### src/rtl/event_profiler_array.sv
// event_profiler_array: bank of NUM_CH independent event counters.
// Each channel counts either rising edges or high cycles of its strobe.
// On overflow a channel either wraps or saturates, and sets a sticky flag.
// A shadow bank captures all live counts in a single cycle so that
// software can read every channel coherently.
module event_profiler_array #(
    parameter int NUM_CH   = 8,
    parameter int CNT_W    = 32,
    parameter int SATURATE = 0
) (
    input  logic                      clk,
    input  logic                      rst,
    input  logic                      enable,
    input  logic                      clear,
    input  logic [NUM_CH-1:0]         mode,
    input  logic [NUM_CH-1:0]         event_in,
    input  logic                      snapshot,
    output logic [NUM_CH*CNT_W-1:0]   counters,
    output logic [NUM_CH*CNT_W-1:0]   snap_counters,
    output logic [NUM_CH-1:0]         overflow,
    output logic                      snap_valid
);

    localparam logic [CNT_W-1:0] CNT_ONE = CNT_W'(1);
    localparam bit               SAT_EN  = (SATURATE != 0);

    // Live and shadow counters are kept as packed 2-D arrays, so the flat
    // output buses are plain wires of the same width.
    logic [NUM_CH-1:0][CNT_W-1:0] cnt_q;
    logic [NUM_CH-1:0][CNT_W-1:0] cnt_d;
    logic [NUM_CH-1:0][CNT_W-1:0] snap_q;
    logic [NUM_CH-1:0]            prev_q;
    logic [NUM_CH-1:0]            ovf_q;
    logic [NUM_CH-1:0]            ovf_d;
    logic [NUM_CH-1:0]            inc;
    logic                         snap_valid_q;

    // Per-channel increment strobe. Level mode counts every high cycle;
    // edge mode counts only a high sample whose previous sample was low.
    assign inc = {NUM_CH{enable & ~clear}} & event_in & (mode | ~prev_q);

    // Next counter value and overflow flag for each channel.
    always_comb begin
        // NOTE: every output of this block is defaulted first, so no path
        // can leave a signal unassigned and infer a latch.
        cnt_d = cnt_q;
        ovf_d = ovf_q;
        for (int i = 0; i < NUM_CH; i++) begin
            if (inc[i]) begin
                if (&cnt_q[i]) begin
                    ovf_d[i] = 1'b1;
                    cnt_d[i] = SAT_EN ? cnt_q[i] : '0;
                end else begin
                    cnt_d[i] = cnt_q[i] + CNT_ONE;
                end
            end
        end
    end

    // State update: rst beats clear, and clear beats counting. A snapshot
    // captures the pre-edge counts, so it still sees them when clear is set.
    always_ff @(posedge clk) begin
        // NOTE: non-blocking assignments let the snapshot read cnt_q as it
        // was before this edge, even though cnt_q is written here too.
        if (rst) begin
            cnt_q        <= '0;
            snap_q       <= '0;
            prev_q       <= '0;
            ovf_q        <= '0;
            snap_valid_q <= 1'b0;
        end else begin
            if (snapshot) begin
                snap_q       <= cnt_q;
                snap_valid_q <= 1'b1;
            end
            if (clear) begin
                cnt_q  <= '0;
                prev_q <= '0;
                ovf_q  <= '0;
            end else begin
                cnt_q  <= cnt_d;
                prev_q <= event_in;
                ovf_q  <= ovf_d;
            end
        end
    end

    assign counters      = cnt_q;
    assign snap_counters = snap_q;
    assign overflow      = ovf_q;
    assign snap_valid    = snap_valid_q;

endmodule

### config.mk
export PLATFORM = sky130hd
export DESIGN_NAME = event_profiler_array
export DESIGN_NICKNAME = d
export VERILOG_FILES = /design/src/rtl/event_profiler_array.sv
export SDC_FILE = /design/constraint.sdc
export NUM_CORES = 1
export LEC_CHECK = 0
export CAP_MARGIN = 20
export CORE_MARGIN = 8
export CORE_UTILIZATION = 53
export CTS_CLUSTER_SIZE = 20
export DETAILED_ROUTE_END_ITERATION = 8
export GPL_ROUTABILITY_DRIVEN = 1
export PLACE_DENSITY = 0.85
export SYNTH_ARGS = -nofsm -noshare
export SYNTH_HDL_FRONTEND = slang
export SYNTH_SLANG_ARGS = --single-unit
### constraint.sdc
create_clock -name clk -period 4.95 [get_ports clk]
set_input_delay 0.7425 -clock clk [delete_from_list [all_inputs] [get_ports clk]]
set_output_delay 0.7425 -clock clk [all_outputs]
set_load 0.05 [all_outputs]
-- Word level (Yosys, flattened, before mapping)
Index checks and enable logic that the tools add are counted.
- output and inout port bits: 521
- word-level logic and storage cells: 65
- register bits: 529
- reductions and logical operators: 17
- bitwise operators: 6
- add/subtract/negate cells: 8
- muxes and demuxes: 8
- operators by type and width (cell ; number):
    $reduce_and A33 Y1 ; 8
    $add A32 B1 Y32 const B ; 8
    $mux W32 ; 8
    $reduce_and A32 Y1 ; 8
    $and A8 B8 Y8 ; 2
    $not A8 Y8 ; 1
    $or A8 B8 Y8 ; 1
    $reduce_or A2 Y1 ; 1
    $and A1 B1 Y1 ; 1
    $not A1 Y1 ; 1

-- Depth between registers and ports, before layout
Gate-level depths: netlist of run 1.
- depth after elaboration: 5
- gate-level depth with buffers: 9
- mapped depth without buffers: 6

-- Worst setup path after synthesis of run 1
Ideal clock, no wire load.
- path kind: register -> register
- start point: register cnt_q (netlist bit counters[192])
- end point: register cnt_q (netlist bit counters[205])
- arrival time: 2.412 ns
- path slack: 2.422 ns
- clock period less this slack: 2.528 ns
- stages on the path, launching flop included: 8
- setup time: 0.116 ns
- buffers on the path: 2
- path through: dfxtp_1 ha_1 nand4_1 or4b_1 buf_2 o21ai_4 buf_6 nor2_1
- cells in the longest elaborated chain, start to end: 2
- elaborated cells between the ends (all ways): 3
- ends and longest elaborated chain (item ; RTL line ; text):
    start: declaration ; 29 ; logic [NUM_CH-1:0][CNT_W-1:0] cnt_q;
    start signal: assignment ; 81 ; cnt_q <= cnt_d;
    $add A32 B1 Y32 / $reduce_and A32 Y1 (equally long branches) ; 54, 50 ;
    $mux W32 * ; 50 ; if (&cnt_q[i]) begin
Mark *: on every way between the ends. The rest lies on a longest branch, timed or not.
A chain may end at the register's enable or synchronous reset.

-- Worst setup path after layout of run 1
- start point: input clear
- end point: register cnt_q (netlist bit counters[42])
- cells in the longest elaborated chain, start to end: 4
- elaborated cells between the ends (all ways): 5
- ends and longest elaborated chain (item ; RTL line ; text):
    start: declaration ; 14 ; input logic clear,
    $not A1 Y1 ; 40 ; assign inc = {NUM_CH{enable & ~clear}} & event_in & (mode | ~prev_q);
    $and A1 B1 Y1 ; 40 ;
    $and A8 B8 Y8 (2 in a row) ; 40 ;
Several ways; a longest one is shown, not always the timed one.

==> flow_summary_export.csv, run 1 <==
group,metric,value,unit
synthesis,syn_avg_cell_area,9.30,µm²
global_routing,grt_pass1_wl,106000,µm
synthesis,synthesis.instances,2303,
global_routing,track_usage,27.4,%
placed_design,place_ws,0.977,ns
timing,finalSetupViolations,0,
floorplan,die_w,217,µm
timing,worst_slew_pin_slew,1.06,ns
routing,drt-initial-drc-count,1525,
global_routing,grt-ovfl-total,0,
clock_tree,cts_hold_buf,0,
routing,ant_nets,0,
synthesis,synth_top_cell_area_share,49.4,%
timing,drv_slew,0,
synthesis,yosysWarnings,0,
synthesis,synth_area_leaders,"dfxtp_1 49%, mux2i_1 12%, nor2_1 8.7%",
synthesis,syn_nets,2332,
power,sw_frac_of_total,21.3,%
placed_design,post-place-cells,3258,
synthesis,synthMostInstantiatedCell,"dfxtp_1",
placed_design,hpwlAfterDp,49100,µm
synthesis,async_flop_share,0,%
global_routing,antenna_found_initial,1,
synthesis,synth_cell_types,55,
floorplan,start_util,53.8,%
timing,fin_tns_setup,0,ns
routing,vias_per_cell,5.67,
finish,drive_above_1_share,4.67,%
global_routing,grt_pass1_vias,18600,
clock_tree,cts_buffers,53,
power,pwr-share-comb,2.8,%
synthesis,synth_seq_cells,529,
critical_path,crit_required,5.38,ns
power,intPower,0.00679,W
routing,via_count,19000,
worst_hold_path,worstHoldStart,"overflow[5]",
routing,wirelength,68500,µm
critical_path,startpoint_type,"primary input",
power,seq_power_share,49.4,%
synthesis,syn-cell-area,21400,µm²
power,p_leak,10.3,nW
timing,fin_crit_sh,70.9,%
clock_tree,insertion_delay,0.59,ns
clock_tree,path_clk_slew,0.06,ns
clock_tree,cts_tree,"built",
placed_design,place_congestion,0.874,
critical_path,rr_startpoint,"counters[34]",
synthesis,synth_ff_type,"dfxtp_1",
routing,first_pass_iters,5,
finish,final_cells,3353,
clock_tree,cts-root-buf,"clkbuf_16",
critical_path,endpoint_kind,"register",
timing,relSlewSlack,29.5,%
synthesis,synth_top_area_cell,"dfxtp_1",
timing,skew,0.0202,ns
run,maxCapViolations,0,
run_status,run_status,"finished clean",
synthesis,synth-seq-area-share,49.4,%
synthesis,synth_edf_count,0,
critical_path,path_class,"in2reg",
power,vdd_drop_max,0.303,mV
power,power.total,0.00863,W
critical_path,critPathArrivalTime,3.94,ns
timing,min_period,3.51,ns
power,power.density,298,nW/µm²
floorplan,fp.dieH,217,µm
critical_path,crit_start,"clear",
finish,n_antenna_cell,0,
timing,rsz0062_at_grt,"false",
timing,max_freq,285,MHz
synthesis,synth_commonest_cells,"529 x dfxtp_1, 494 x nor2_1, 264 x mux2i_1",
placed_design,portBuffers,541,
floorplan,rows,73,
critical_path,timing.reg2reg.setup_slack,1.92,ns
floorplan,io_pins,542,
power,p_clk_share,47.7,%
clock_tree,cts.sinks,529,
clock_tree,cts_setup_buffers,0,
clock_tree,post_cts_resized,0,
timing,hold_ws,0.465,ns
floorplan,dieArea,47100,µm²
power,p_switching,0.00184,W
critical_path,cp_max_fo,28,
floorplan,core,39800,µm²
finish,nNetsFinal,2818,
routing,drc,0,
clock_tree,clock_path_buffers,3,
routing,wl_per_cell,20.4,µm
global_routing,grt_max_degree,90,
timing,finalHoldViolCount,0,
finish,syn2layout_area_growth,35.2,%
worst_hold_path,hold_path.class,"reg2reg",
timing,timing.final.ws_setup,1.44,ns
clock_tree,cts-htree-levels,2,
## kinds of logic (layout without fill, tap and decap cells)
| logic type | count (synthesis) | after routing | share of synthesized area, % |
|---|---|---|---|
| and+or+nand+nor | 1024 | 1024 | 23.4 |
| adders and majority gates | 8 | 8 | 0.467 |
| buffers and inverters | 155 | 680 | 2.97 |
| DFF | 529 | 529 | 49.4 |
| muxes | 264 | 264 | 12.3 |
| AOI/OAI and AO/OA | 135 | 135 | 3.77 |
| xor gates and xnor gates | 188 | 188 | 7.68 |
## cell usage in the layout (no fill, tap or decap), types with 46 or more instances in the layout
cell             netlist  layout
nand2_1               87      87
nand4_1               85      85
xnor2_1              124     124
xor2_1                64      64
nor2_1               494     493
nand3_1               84      84
a21oi_1               56      56
nor4_1                46      46
clkdlybuf4s50_1        0     539
mux2i_1              264     264
dfxtp_1              529     529
clkbuf_16              0      55
## state kept, by name (all words and copies together), names as in the netlist
signal and flops:
counters 256, snap_counters 256, overflow 8, prev_q 8, snap_valid 1
## per-stage QoR
| step | cell area [µm²] | util, % |
|---|---|---|
| detailed placement | 27100 | 68.2 |
| CTS | 28900 | 72.7 |
| floorplan | 21400 | - |
| global placement | 27100 | 68.2 |
| global route | 29000 | 72.7 |
| finish | 29000 | 72.7 |
## power by group through the flow
stage	registers (W)	logic, W	clock network [W]
after CTS	0.00427	0.000244	0.00417
final	0.00427	0.000245	0.00412
after global placement	0.00436	0.000239	0
after detailed placement	0.00436	0.000242	0
after floorplan	0.00437	0.000172	0
after global routing	0.00427	0.000260	0.00435
## critical path: stages
cell             delay [ns]
clkdlybuf4s50_1        0.69
and4b_1                0.51
nand3_1                0.36
nor4_1                 0.83
a31o_2                 0.66
nor2_1                 0.13
## final cells by class
type,count,area (µm²)
Fill cell,2763,10900
Sequential cell,529,10600
Multi-Input combinational cell,1619,10200
Timing Repair Buffer,556,5570
Clock buffer,74,1600
Tap cell,525,657
Clock inverter,20,206
Inverter,30,113
## metal layers
metal / track usage [%] / routed length [µm] / vias to the layer above / share of wire [%]
met5: 0 / 0 / - / 0
met4: 10.4 / 2290 / 0 / 3.3
met3: 6.81 / 5450 / 155 / 7.9
met2: 48.9 / 34500 / 770 / 50
met1: 31.3 / 26300 / 9191 / 38
li1: - / - / 8908 / -
## worst paths after layout
path / endpoint / depth (start not counted)
max: counters[42] / 6
min: overflow[5] / 1
max reg2reg: counters[42] / 5
min reg2reg: overflow[5] / 1
Note: power is estimated with default switching activity, not from simulation.
==> run 2, diff against run 1 <==
--- a/config.mk
+++ b/config.mk
@@ -7,11 +7,11 @@
 export LEC_CHECK = 0
 export CAP_MARGIN = 20
 export CORE_MARGIN = 8
-export CORE_UTILIZATION = 53
+export CORE_UTILIZATION = 49
 export CTS_CLUSTER_SIZE = 20
 export DETAILED_ROUTE_END_ITERATION = 8
 export GPL_ROUTABILITY_DRIVEN = 1
-export PLACE_DENSITY = 0.85
+export PLACE_DENSITY = 0.8
 export SYNTH_ARGS = -nofsm -noshare
 export SYNTH_HDL_FRONTEND = slang
 export SYNTH_SLANG_ARGS = --single-unit
==> constraint.sdc (replaced) <==
create_clock -name clk -period 3.4 [get_ports clk]
set_input_delay 0.51 -clock clk [delete_from_list [all_inputs] [get_ports clk]]
set_output_delay 0.51 -clock clk [all_outputs]
set_load 0.05 [all_outputs]
==> flow_summary_export.csv, run 2 (synthesized netlist as in run 1, its figures left out) <==
group,metric,value,unit
run_status,run_status,"finished clean",
floorplan,core,43200,µm²
power,p_switching,0.00264,W
power,power.density,427,nW/µm²
finish,fill_cells,3344,
worst_hold_path,whs_endpoint,"snap_counters[159]",
critical_path,cp_max_fo,28,
timing,max_freq,371,MHz
timing,finalHoldViolCount,0,
timing,relSlewSlack,36.1,%
critical_path,startpoint_type,"register",
finish,mostFrequentLayoutCells,"539 x clkdlybuf4s50_1, 529 x dfxtp_1, 493 x nor2_1",
power,seq_power_share,49.7,%
routing,drc,0,
global_routing,grt-ovfl-total,0,
global_routing,grt_pass1_vias,18200,
timing,rsz0062_at_grt,"false",
clock_tree,cts_tree,"built",
finish,n_antenna_cell,0,
timing,finalSetupViolations,0,
power,power.total,0.0125,W
power,intPower,0.00985,W
finish,syn2layout_area_growth,36.6,%
critical_path,worstRegToRegCells,6,
finish,final_common_cell,"clkdlybuf4s50_1",
critical_path,endpoint_kind,"register",
floorplan,fp.dieH,225,µm
global_routing,grt_max_degree,165,
power,vdd_drop_max,0.492,mV
clock_tree,insertion_delay,0.58,ns
power,p_leak,10.4,nW
finish,final_core_util,67.8,%
timing,worst_slew_pin_slew,0.958,ns
floorplan,die_w,225,µm
worst_hold_path,worstHoldStart,"rst",
global_routing,grt_pass1_wl,105000,µm
clock_tree,path_clk_slew,0.06,ns
routing,drt-initial-drc-count,1525,
critical_path,timing.reg2reg.setup_slack,0.71,ns
floorplan,start_util,49.6,%
timing,min_period,2.69,ns
critical_path,rr_startpoint,"counters[192]",
clock_tree,clock_path_buffers,3,
worst_hold_path,holdPathStages,2,
clock_tree,cts_buffers,52,
timing,fin_crit_sh,79.2,%
floorplan,io_pins,542,
placed_design,hpwlAfterDp,49800,µm
power,pwr-share-comb,3.0,%
clock_tree,cts-root-buf,"clkbuf_16",
global_routing,track_usage,25.5,%
critical_path,path_class,"reg2reg",
power,p_clk_share,47.3,%
critical_path,timing.rr.end,"counters[199]",
clock_tree,cts_setup_buffers,0,
clock_tree,cts_hold_buf,0,
placed_design,place_area,27500,µm²
clock_tree,post_cts_resized,0,
power,sw_frac_of_total,21.1,%
floorplan,rows,76,
finish,nNetsFinal,2841,
placed_design,place_congestion,0.868,
clock_tree,cts-htree-levels,2,
routing,vias_per_cell,5.50,
routing,ant_nets,0,
run,maxCapViolations,0,
finish,drive_above_1_share,5.30,%
routing,first_pass_iters,5,
placed_design,portBuffers,541,
critical_path,critPathArrivalTime,3.15,ns
floorplan,dieArea,50700,µm²
global_routing,antenna_found_initial,2,
routing,via_count,18900,
finish,final_area,29300,µm²
critical_path,crit_required,3.86,ns
routing,wirelength,68300,µm
routing,wl_per_cell,19.9,µm
clock_tree,cts.sinks,529,
timing,fin_tns_setup,0,ns
worst_hold_path,hold_path.class,"in2reg",
timing,skew,0.00781,ns
timing,drv_slew,0,
==> run 2: cell types whose count changed in the layout (fill, tap and decap cells not counted) <==
| cell | previous run | this run |
|---|---|---|
| inv_6 | 1 | 0 |
| clkbuf_8 | 16 | 18 |
| buf_8 | 2 | 1 |
| clkinv_2 | 14 | 9 |
| clkbuf_16 | 55 | 53 |
| buf_12 | 2 | 9 |
| clkinvlp_4 | 1 | 2 |
| buf_4 | 12 | 30 |
| clkbuf_1 | 4 | 7 |
==> run 2: worst max-delay path by stage <==
stage,from,endpoint,slack [ns]
after floorplan,counters[192],counters[205],0.87
after global placement,clear,counters[204],0.30
after detailed placement,clear,counters[199],0.22
after CTS,counters[192],counters[199],0.75
after global routing,counters[192],counters[199],0.57
final,counters[192],counters[199],0.71
==> run 2: power groups by stage <==
stage / sequential [W] / clock, W / combinational (W)
detailed placement: 0.00635 / 0 / 0.000378
finish: 0.00621 / 0.00590 / 0.000378
floorplan: 0.00636 / 0 / 0.000250
global route: 0.00621 / 0.00625 / 0.000401
CTS: 0.00621 / 0.00600 / 0.000379
global placement: 0.00635 / 0 / 0.000372
==> run 2: layout make-up <==
class | count | area, µm² | area share [%]
clock buffer | 77 | 1590 | 5.42
clock inverter | 15 | 180 | 0.616
inverter | 30 | 113 | 0.385
multi-input combinational | 1619 | 10200 | 35.0
sequential | 529 | 10600 | 36.2
tap | 585 | 732 | 2.50
timing repair buffer | 580 | 5830 | 19.9
==> run 2: routing by layer <==
| layer | global-route usage (%) | up-vias | wire length [µm] |
|---|---|---|---|
| li1 | - | 8958 | - |
| met3 | 6.70 | 112 | 5190 |
| met4 | 8.51 | 4 | 2020 |
| met2 | 44.1 | 637 | 33600 |
| met1 | 30.4 | 9181 | 27500 |
| met5 | 0 | - | 24 |
==> run 2: critical path, cell delays in order, from the launching register on <==
cell and delay, ns:
dfxtp_1 0.48, ha_1 0.27, nand4_1 0.40, or4b_1 0.80
o21ai_4 0.18, buf_4 0.31, nor2_1 0.11
==> run 2: through the flow <==
step / setup slack (ns) / std cells / hold WS [ns]
finish: 0.707 / 3435 / 0.192
global route: 0.570 / 3435 / 0.172
CTS: 0.754 / 3435 / 0.160
detailed placement: 0.221 / 3343 / 0.454
global placement: 0.296 / 3343 / 0.445
floorplan: 0.872 / 2303 / 0.610
==> run 3, diff against run 2 <==
==> constraint.sdc (replaced) <==
create_clock -name clk -period 2.7 [get_ports clk]
set_input_delay 0.405 -clock clk [delete_from_list [all_inputs] [get_ports clk]]
set_output_delay 0.405 -clock clk [all_outputs]
set_load 0.05 [all_outputs]
==> flow_summary_export.csv, run 3 (synthesized netlist as in run 1, its figures left out) <==
group,metric,value,unit
run_status,run_status,"finished clean",
critical_path,timing.reg2reg.setup_slack,0.39,ns
critical_path,startpoint_type,"register",
critical_path,timing.rr.end,"counters[153]",
power,intPower,0.0125,W
timing,finalHoldViolCount,0,
floorplan,core,43200,µm²
critical_path,endpoint_kind,"output port",
floorplan,rows,76,
timing,max_freq,410,MHz
routing,drt-initial-drc-count,1229,
global_routing,grt-ovfl-total,0,
power,p_switching,0.00338,W
placed_design,hpwlAfterDp,50600,µm
critical_path,path_cells,"clkdlybuf4s50_1",
floorplan,start_util,49.6,%
critical_path,crit_required,2.30,ns
worst_hold_path,worstHoldStart,"rst",
finish,fill_cells,3304,
power,p_leak,10.7,nW
finish,final_cells,3507,
run,maxCapViolations,0,
worst_hold_path,whs_endpoint,"overflow[2]",
power,pwr-share-comb,3.1,%
clock_tree,cts.sinks,529,
placed_design,post-place-cells,3411,
global_routing,track_usage,25.9,%
timing,skew,0.0252,ns
timing,min_period,2.44,ns
power,vdd_drop_max,0.477,mV
critical_path,critical_path_buf_inv_count,1,
clock_tree,post_cts_resized,0,
critical_path,rr_startpoint,"counters[128]",
critical_path,crit_slowest_cell,"clkdlybuf4s50_1",
routing,wirelength,69500,µm
critical_path,crit_start,"counters[212]",
timing,fin_tns_setup,0,ns
clock_tree,cts_hold_buf,0,
finish,nNetsFinal,2910,
timing,drv_slew,0,
global_routing,grt_pass1_wl,107000,µm
routing,wl_per_cell,19.8,µm
power,seq_power_share,49.3,%
placed_design,portBuffers,541,
clock_tree,path_clk_slew,0.06,ns
critical_path,slowest_delay,0.91,ns
worst_hold_path,hold_path.class,"in2reg",
placed_design,place_congestion,0.873,
critical_path,cpLargestDelayFamily,"buffers and inverters",
power,sw_frac_of_total,21.3,%
floorplan,die_w,225,µm
finish,syn2layout_area_growth,39.0,%
clock_tree,clock_path_buffers,3,
finish,final_common_cell,"clkdlybuf4s50_1",
timing,finalSetupViolations,0,
routing,ant_nets,0,
finish,drive_above_1_share,7.39,%
floorplan,dieArea,50700,µm²
critical_path,cp_max_fo,9,
critical_path,path_class,"reg2out",
routing,vias_per_cell,5.48,
critical_path,worstRegToRegCells,5,
finish,mostFrequentLayoutCells,"539 x clkdlybuf4s50_1, 529 x dfxtp_1, 493 x nor2_1",
routing,drc,0,
timing,worst_slew_pin_slew,1.20,ns
clock_tree,cts-root-buf,"clkbuf_16",
floorplan,fp.dieH,225,µm
global_routing,grt_pass1_vias,19000,
clock_tree,cts_tree,"built",
clock_tree,cts-htree-levels,2,
clock_tree,insertion_delay,0.59,ns
routing,first_pass_iters,5,
critical_path,critPathArrivalTime,2.03,ns
routing,via_count,19200,
global_routing,grt_max_degree,258,
floorplan,io_pins,542,
timing,fin_crit_sh,90.2,%
power,power.density,533,nW/µm²
power,p_clk_share,47.6,%
worst_hold_path,holdPathStages,4,
global_routing,antenna_found_initial,2,
clock_tree,cts_buffers,53,
timing,relSlewSlack,20.0,%
clock_tree,cts_setup_buffers,0,
timing,rsz0062_at_grt,"false",
run 3: changes by cell type in the layout (fill, tap and decap cells not counted), sizes merged:
cell,change
bufinv,+2
clkinvlp,-1
buf,+68
inv,+3
clkinv,-1
diode,+1
run 3: per-layer routing:
layer	routed length (µm)	share of wire [%]	up-vias	track usage, %
met2	34100	49	698	45.6
met3	5280	7.6	129	6.42
met5	14	0.020	-	0
li1	-	-	9099	-
met4	2170	3.1	2	8.87
met1	27900	40	9299	30.5
run 3: how the worst max path moves through the flow:
stage / to / slack (ns) / cells past startpoint
after floorplan: counters[205] / 0.17 / 7
after global placement: counters[124] / 0.08 / 7
after detailed placement: counters[61] / 0.04 / 7
after CTS: counters[87] / 0.22 / 1
after global routing: counters[212] / 0.18 / 1
final: counters[212] / 0.26 / 1
run 3: metrics by stage:
| stage | setup slack [ns] | power, W | area [µm²] | hold WS, ns | util (%) |
|---|---|---|---|---|---|
| finish | 0.263 | 0.0159 | 29800 | 0.310 | 69.0 |
| global route | 0.177 | 0.0164 | 29800 | 0.319 | 69.0 |
| CTS | 0.220 | 0.0160 | 29800 | 0.290 | 69.0 |
| detailed placement | 0.0375 | 0.00849 | 28000 | 0.453 | 64.9 |
| global placement | 0.0764 | 0.00848 | 28000 | 0.446 | 64.9 |
| floorplan | 0.172 | 0.00833 | 21400 | 0.527 | - |
run 3: power groups by stage:
| stage | clock [W] | sequential (W) | combinational [W] |
|---|---|---|---|
| finish | 0.00755 | 0.00782 | 0.000497 |
| global route | 0.00801 | 0.00782 | 0.000525 |
| CTS | 0.00769 | 0.00782 | 0.000496 |
| detailed placement | 0 | 0.00800 | 0.000494 |
| global placement | 0 | 0.00800 | 0.000486 |
| floorplan | 0 | 0.00801 | 0.000315 |
run 3: area by class of cell:
type	instances	area, µm²	share of cell area (%)
multi-input cells	1619	10200	34.3
diodes	1	2.50	0.00840
well taps	585	732	2.46
clock inverters	18	254	0.853
repair buffers	648	6340	21.3
flip-flops and latches	529	10600	35.6
inverters	30	113	0.378
clock buffers	77	1530	5.12
